File: src/rtl/m_mc_ctrl_pkg.sv
// Shared definitions for the multi-cycle control sequencer: state encodings,
// write-back / PC select constants and the latched instruction-type record.
package mc_pkg;

  typedef enum logic [2:0] {
    S_INIT = 3'd0,
    S_IF   = 3'd1,
    S_ID   = 3'd2,
    S_EX   = 3'd3,
    S_MA   = 3'd4,
    S_WB   = 3'd5,
    S_HALT = 3'd6
  } state_t;

  localparam logic [1:0] WB_ALU = 2'd0;
  localparam logic [1:0] WB_LD  = 2'd1;
  localparam logic [1:0] WB_NPC = 2'd2;

  localparam logic PC_NPC = 1'b0;
  localparam logic PC_TPC = 1'b1;

  typedef struct packed {
    logic r;
    logic i;
    logic s;
    logic b;
    logic u;
    logic j;
    logic ld;
  } itype_t;

endpackage

File: src/rtl/m_mc_ctrl_wait_cnt.sv
// Memory wait counter: counts stalled cycles, cleared on every state change,
// flags timeout once the count equals WAIT_MAX.
module m_mc_wait_cnt #(
  parameter int unsigned WAIT_MAX = 15
) (
  input  logic clk,
  input  logic rst_n,
  input  logic clr,
  input  logic en,
  output logic timeout
);

  localparam logic [7:0] LIMIT = 8'(WAIT_MAX);

  logic [7:0] cnt;

  always_ff @(posedge clk or negedge rst_n) begin
    if (!rst_n)
      cnt <= '0;
    else if (clr)
      cnt <= '0;
    else if (en && cnt != LIMIT)
      cnt <= cnt + 8'd1;
  end

  assign timeout = (cnt == LIMIT);

endmodule

File: src/rtl/m_mc_ctrl.sv
// Multi-cycle control sequencer (IF/ID/EX/MA/WB) for the RV32 subset datapath.
// Optional performance counters are enabled by defining MC_PERF_CNT_EN.
module m_mc_ctrl
  import mc_pkg::*;
#(
  parameter int unsigned WAIT_MAX = 15,
  parameter int unsigned HALT_REG = 30
) (
  input  logic       w_clk,
  input  logic       w_rst_n,
  input  logic       w_r,
  input  logic       w_i,
  input  logic       w_s,
  input  logic       w_b,
  input  logic       w_u,
  input  logic       w_j,
  input  logic       w_ld,
  input  logic [4:0] w_rd,
  input  logic       w_tkn,
  input  logic       w_imem_rdy,
  input  logic       w_dmem_rdy,
  output logic       w_imem_req,
  output logic       w_dmem_req,
  output logic       w_dmem_we,
  output logic       w_ir_we,
  output logic       w_pc_we,
  output logic       w_pc_sel,
  output logic       w_rf_we,
  output logic [1:0] w_wb_sel,
  output logic       w_alu_src,
  output logic [2:0] w_state,
  output logic       w_halt,
  output logic       w_err
`ifdef MC_PERF_CNT_EN
  ,
  output logic [31:0] w_cyc_cnt,
  output logic [31:0] w_ret_cnt
`else
  // default build: no performance counter ports
`endif
);

  localparam logic [4:0] HALT_RD = 5'(HALT_REG);

  state_t     state, state_nxt;
  itype_t     ty;
  logic [4:0] rd_q;
  logic       err_q, err_set;
  logic       wait_en, wait_clr, timeout;
  logic       unused_type;

  // I and U share the default EX/WB path, so their latched bits steer nothing.
  assign unused_type = ty.i ^ ty.u;

  always_ff @(posedge w_clk or negedge w_rst_n) begin
    if (!w_rst_n)
      state <= S_INIT;
    else
      state <= state_nxt;
  end

  always_ff @(posedge w_clk or negedge w_rst_n) begin
    if (!w_rst_n) begin
      ty   <= '0;
      rd_q <= '0;
    end else if (state == S_ID) begin
      ty   <= '{r: w_r, i: w_i, s: w_s, b: w_b, u: w_u, j: w_j, ld: w_ld};
      rd_q <= w_rd;
    end
  end

  always_ff @(posedge w_clk or negedge w_rst_n) begin
    if (!w_rst_n)
      err_q <= 1'b0;
    else if (err_set)
      err_q <= 1'b1;
  end

  always_comb begin
    state_nxt  = state;
    err_set    = 1'b0;
    wait_en    = 1'b0;
    w_imem_req = 1'b0;
    w_dmem_req = 1'b0;
    w_dmem_we  = 1'b0;
    w_ir_we    = 1'b0;
    w_pc_we    = 1'b0;
    w_pc_sel   = PC_NPC;
    w_rf_we    = 1'b0;
    w_wb_sel   = WB_ALU;
    w_alu_src  = 1'b0;
    w_halt     = 1'b0;
    unique case (state)
      S_INIT: state_nxt = S_IF;
      S_IF: begin
        w_imem_req = 1'b1;
        if (w_imem_rdy) begin
          w_ir_we   = 1'b1;
          state_nxt = S_ID;
        end else if (timeout) begin
          err_set   = 1'b1;
          state_nxt = S_HALT;
        end else begin
          wait_en = 1'b1;
        end
      end
      S_ID: state_nxt = S_EX;
      S_EX: begin
        w_alu_src = !(ty.r | ty.b);
        if (ty.b) begin
          w_pc_we   = 1'b1;
          w_pc_sel  = w_tkn;
          state_nxt = S_IF;
        end else if (ty.s || ty.ld) begin
          state_nxt = S_MA;
        end else begin
          state_nxt = S_WB;
        end
      end
      S_MA: begin
        w_dmem_req = 1'b1;
        w_dmem_we  = ty.s;
        w_alu_src  = 1'b1;
        if (w_dmem_rdy) begin
          if (ty.s) begin
            w_pc_we   = 1'b1;
            w_pc_sel  = PC_NPC;
            state_nxt = S_IF;
          end else begin
            state_nxt = S_WB;
          end
        end else if (timeout) begin
          err_set   = 1'b1;
          state_nxt = S_HALT;
        end else begin
          wait_en = 1'b1;
        end
      end
      S_WB: begin
        w_rf_we   = 1'b1;
        w_pc_we   = 1'b1;
        w_pc_sel  = ty.j;
        w_wb_sel  = ty.j ? WB_NPC : (ty.ld ? WB_LD : WB_ALU);
        state_nxt = (rd_q == HALT_RD) ? S_HALT : S_IF;
      end
      S_HALT: w_halt = 1'b1;
      default: state_nxt = S_INIT;
    endcase
  end

  assign wait_clr = (state_nxt != state);

  m_mc_wait_cnt #(.WAIT_MAX(WAIT_MAX)) u_wait_cnt (
    .clk     (w_clk),
    .rst_n   (w_rst_n),
    .clr     (wait_clr),
    .en      (wait_en),
    .timeout (timeout)
  );

  assign w_state = state;
  assign w_err   = err_q;

`ifdef MC_PERF_CNT_EN
  always_ff @(posedge w_clk or negedge w_rst_n) begin
    if (!w_rst_n) begin
      w_cyc_cnt <= '0;
      w_ret_cnt <= '0;
    end else begin
      if (state != S_INIT && state != S_HALT)
        w_cyc_cnt <= w_cyc_cnt + 32'd1;
      if (w_pc_we)
        w_ret_cnt <= w_ret_cnt + 32'd1;
    end
  end
`else
  // default build: counters absent
`endif

endmodule

File: config.mk
export PLATFORM = sky130hd
export DESIGN_NAME = m_mc_ctrl
export DESIGN_NICKNAME = d
export VERILOG_FILES = /design/src/rtl/m_mc_ctrl_pkg.sv /design/src/rtl/m_mc_ctrl_wait_cnt.sv /design/src/rtl/m_mc_ctrl.sv
export SDC_FILE = /design/constraint.sdc
export NUM_CORES = 1
export LEC_CHECK = 0
export ABC_CLOCK_PERIOD_IN_PS = 2700
export BUFFER_PORTS_ARGS = -buffer_cell sky130_fd_sc_hd__buf_2
export CAP_MARGIN = 20
export CORE_MARGIN = 5
export CORE_UTILIZATION = 33
export CTS_BUF_LIST = sky130_fd_sc_hd__clkbuf_16
export DETAILED_ROUTE_END_ITERATION = 8
export HOLD_SLACK_MARGIN = 0.15
export SYNTH_ARGS = -nofsm -noshare
export SYNTH_HDL_FRONTEND = slang
export SYNTH_SLANG_ARGS = --single-unit
File: constraint.sdc
create_clock -name w_clk -period 2.7 [get_ports w_clk]
set_input_delay 0.54 -clock w_clk [delete_from_list [all_inputs] [get_ports w_clk]]
set_output_delay 0.54 -clock w_clk [all_outputs]
set_load 0.05 [all_outputs]
==> impl_metrics.toml <==
[status]
status = "finished, final reports clean"

[clock_tree]
cts.clk_slew.worst_paths_ns = 0.06
cts_buffers = 3
cts_resized = 0
ctsLongestPathBuffers = 2
post-cts-setup-buffers = 0
cts_max_level = 1
postCtsHoldBufs = 0
numClockSinks = 22
root_buffer = "clkbuf_16"
cts_tree = "built"
clk_latency_ns = 0.26

[setup_path]
max_stage_delay_ns = 0.52
r2r_end = "u_wait_cnt.cnt[5]"
crit_type = "flop to flop"
cp.arrival_ns = 2.40
r2r_slack_ns = 0.45
endpoint_kind = "flop"
crit_required_ns = 2.85
crit_path_start_kind = "flop"
rr_worst_depth = 4
r2r_start = "w_state[2]"
slowest_stage = "or3b_1"
path_cells = "or3b_1, a21o_1, or4_1, a2111oi_2"
crit_fanout = 9

[yosys]
synth.top_cell.area_share_pct = 40.9
syn_area_per_cell_sq_um = 9.91
ys_ff_latch = 22
synthFlopType = "dfrtp_1"
synth_cell_types = 48
yosysWarningCount = 0
syn_area_sq_um = 1350
synth-async-reset-ratio_pct = 100
synth_top_cells_by_area = "dfrtp_1 (41%), mux2_2 (8.4%), nor2b_1 (2.8%)"
yosysSeqAreaShare_pct = 40.9
synth_cells = 136
syn_nets = 154
yosysTopAreaCell = "dfrtp_1"
synth_edf_count = 0

[timing]
max_freq_mhz = 444
setup_slack_ns = 0.448
tns_ns = 0
slew_violations = 0
final-hold-violation-count = 0
rsz0062_at_grt = "no"
max_slew_margin_pct = 53.3
setup_viol = 0
fin_worst_skew_ns = 0.00132
final.min_clock_period_ns = 2.25
finalCritPeriodShare_pct = 83.4
tightest_slew_ns = 0.701

[place]
hpwl_um = 2540
place.gp.congestion = 0.895
place_ws_ns = 0.316
port_buffers = 29

[cells_and_area]
antenna_cells = 0
drive_above_1_share_pct = 35.1
final_util_pct = 42.6
areaGrowthSynthToFinish_pct = 25.6
nets = 187

[grt]
grt_usage_pct = 13.0
grt_first_pass_wirelength_um = 5580
gr-total-overflow = 0
antenna_found_initial = 0
grt_pass1_vias = 1156
grt_max_degree = 23

[route]
drt_first_pass_iters = 4
ant_nets = 0
vias = 1178
drt_iter0_markers = 43
wirelength_um = 3340
routed_via_density = 5.40
drc = 0
detail_route.wl_per_cell_um = 15.3

[power_and_ir_drop]
p_per_area_nw_per_um2 = 1110
vdd_drop_max_mv = 0.434
leakage_nw = 0.743

[floorplan]
start_util_pct = 33.9
row_count = 23
io-pin-count = 32
dieWidth_um = 73.9
die_area_sq_um = 5460
die_h_um = 73.9
coreArea_sq_um = 3970

[hold_path]
hold_path.class = "input port to async pin"

[run]
cap_violations = 0
## power breakdown
group	switching [mW]	internal, mW	total, mW	leakage (nW)
registers	0.0965	0.431	0.527	0.278
logic	0.605	0.317	0.922	0.414
clock network	0.127	0.295	0.422	0.0511
total	0.828	1.04	1.87	0.743
## worst max-delay path by stage
stage	cells past startpoint	from	end	slack, ns
after floorplan	4	w_state[2]	w_dmem_we	0.05
after global placement	5	w_dmem_rdy	u_wait_cnt.cnt[5]	0.33
after detailed placement	5	w_dmem_rdy	u_wait_cnt.cnt[5]	0.32
after CTS	4	w_state[2]	u_wait_cnt.cnt[5]	0.45
after global routing	4	w_state[2]	u_wait_cnt.cnt[5]	0.28
final	4	w_state[2]	u_wait_cnt.cnt[5]	0.45
## kinds of logic (layout without fill, tap and decap cells)
group | Yosys count | in the layout | synth area share [%]
xor gates and xnor gates | 1 | 1 | 0.650
DFF | 22 | 22 | 40.9
muxes | 13 | 13 | 10.6
and+or+nand+nor | 47 | 47 | 20.9
AOI/OAI and AO/OA | 36 | 36 | 21.5
adders and majority gates | 1 | 1 | 0.928
buffers and inverters | 16 | 48 | 4.55
## worst max-delay path, delay by kind of cell, from the launching register on
kind	cells	cell delay, ns
simple gates	2	1.03
compound gates	2	0.62
flops	1	0.49
## cell type report
type | count | area (sq um)
repair buffers | 35 | 190
flip-flops and latches | 22 | 551
clock inverters | 1 | 30.0
clock buffers | 3 | 75.1
fillers | 393 | 2280
well taps | 50 | 62.6
inverters | 9 | 33.8
multi-input cells | 98 | 751
## cell usage after synthesis, drive strengths merged, types with 2 or more instances
cell type / instances
or4: 2
inv: 9
nor2b: 6
o41ai: 2
nor3: 2
a211oi: 4
a2111oi: 5
nor2: 5
or3b: 3
clkbuf: 5
dfrtp: 22
o22ai: 2
mux2: 10
and3b: 2
nand4: 2
nand2: 8
nand3: 3
o21ai: 5
a21o: 2
a21oi: 2
a22oi: 2
buf: 2
and3: 4
mux2i: 3
nor4: 5
## placed cells by master, fill, tap and decap left out, drive strengths merged, types with 3 or more instances in the layout
cell type,netlist,routed
buf,2,35
dfrtp,22,22
mux2,10,10
inv,9,9
nand2,8,8
nor2b,6,6
nor4,5,5
o21ai,5,5
nor2,5,5
a2111oi,5,5
and3,4,4
a211oi,4,4
nand3,3,3
mux2i,3,3
clkbuf,5,3
or3b,3,3
## flip-flops by register name (all words and copies together), names as in the netlist
signal and flops:
w_state 3, u_wait_cnt.cnt 8, w_err 1, rd_q 5
ty 5
## per-stage QoR
stage	cell area (sq um)	cells	power (mW)	hold WS, ns
floorplan	1360	136	1.22	0.244
global placement	1590	214	1.43	0.450
detailed placement	1590	214	1.46	0.449
CTS	1690	218	1.88	0.269
global route	1690	218	1.98	0.305
finish	1690	218	1.87	0.246
## per-layer routing
layer / track usage, % / part of all wire [%]
met1: 17.6 / 46
met4: 5.23 / 1.6
met3: 1.78 / 2.2
met5: 0 / 0
met2: 21.0 / 50
Note: power is estimated with default switching activity, not from simulation.
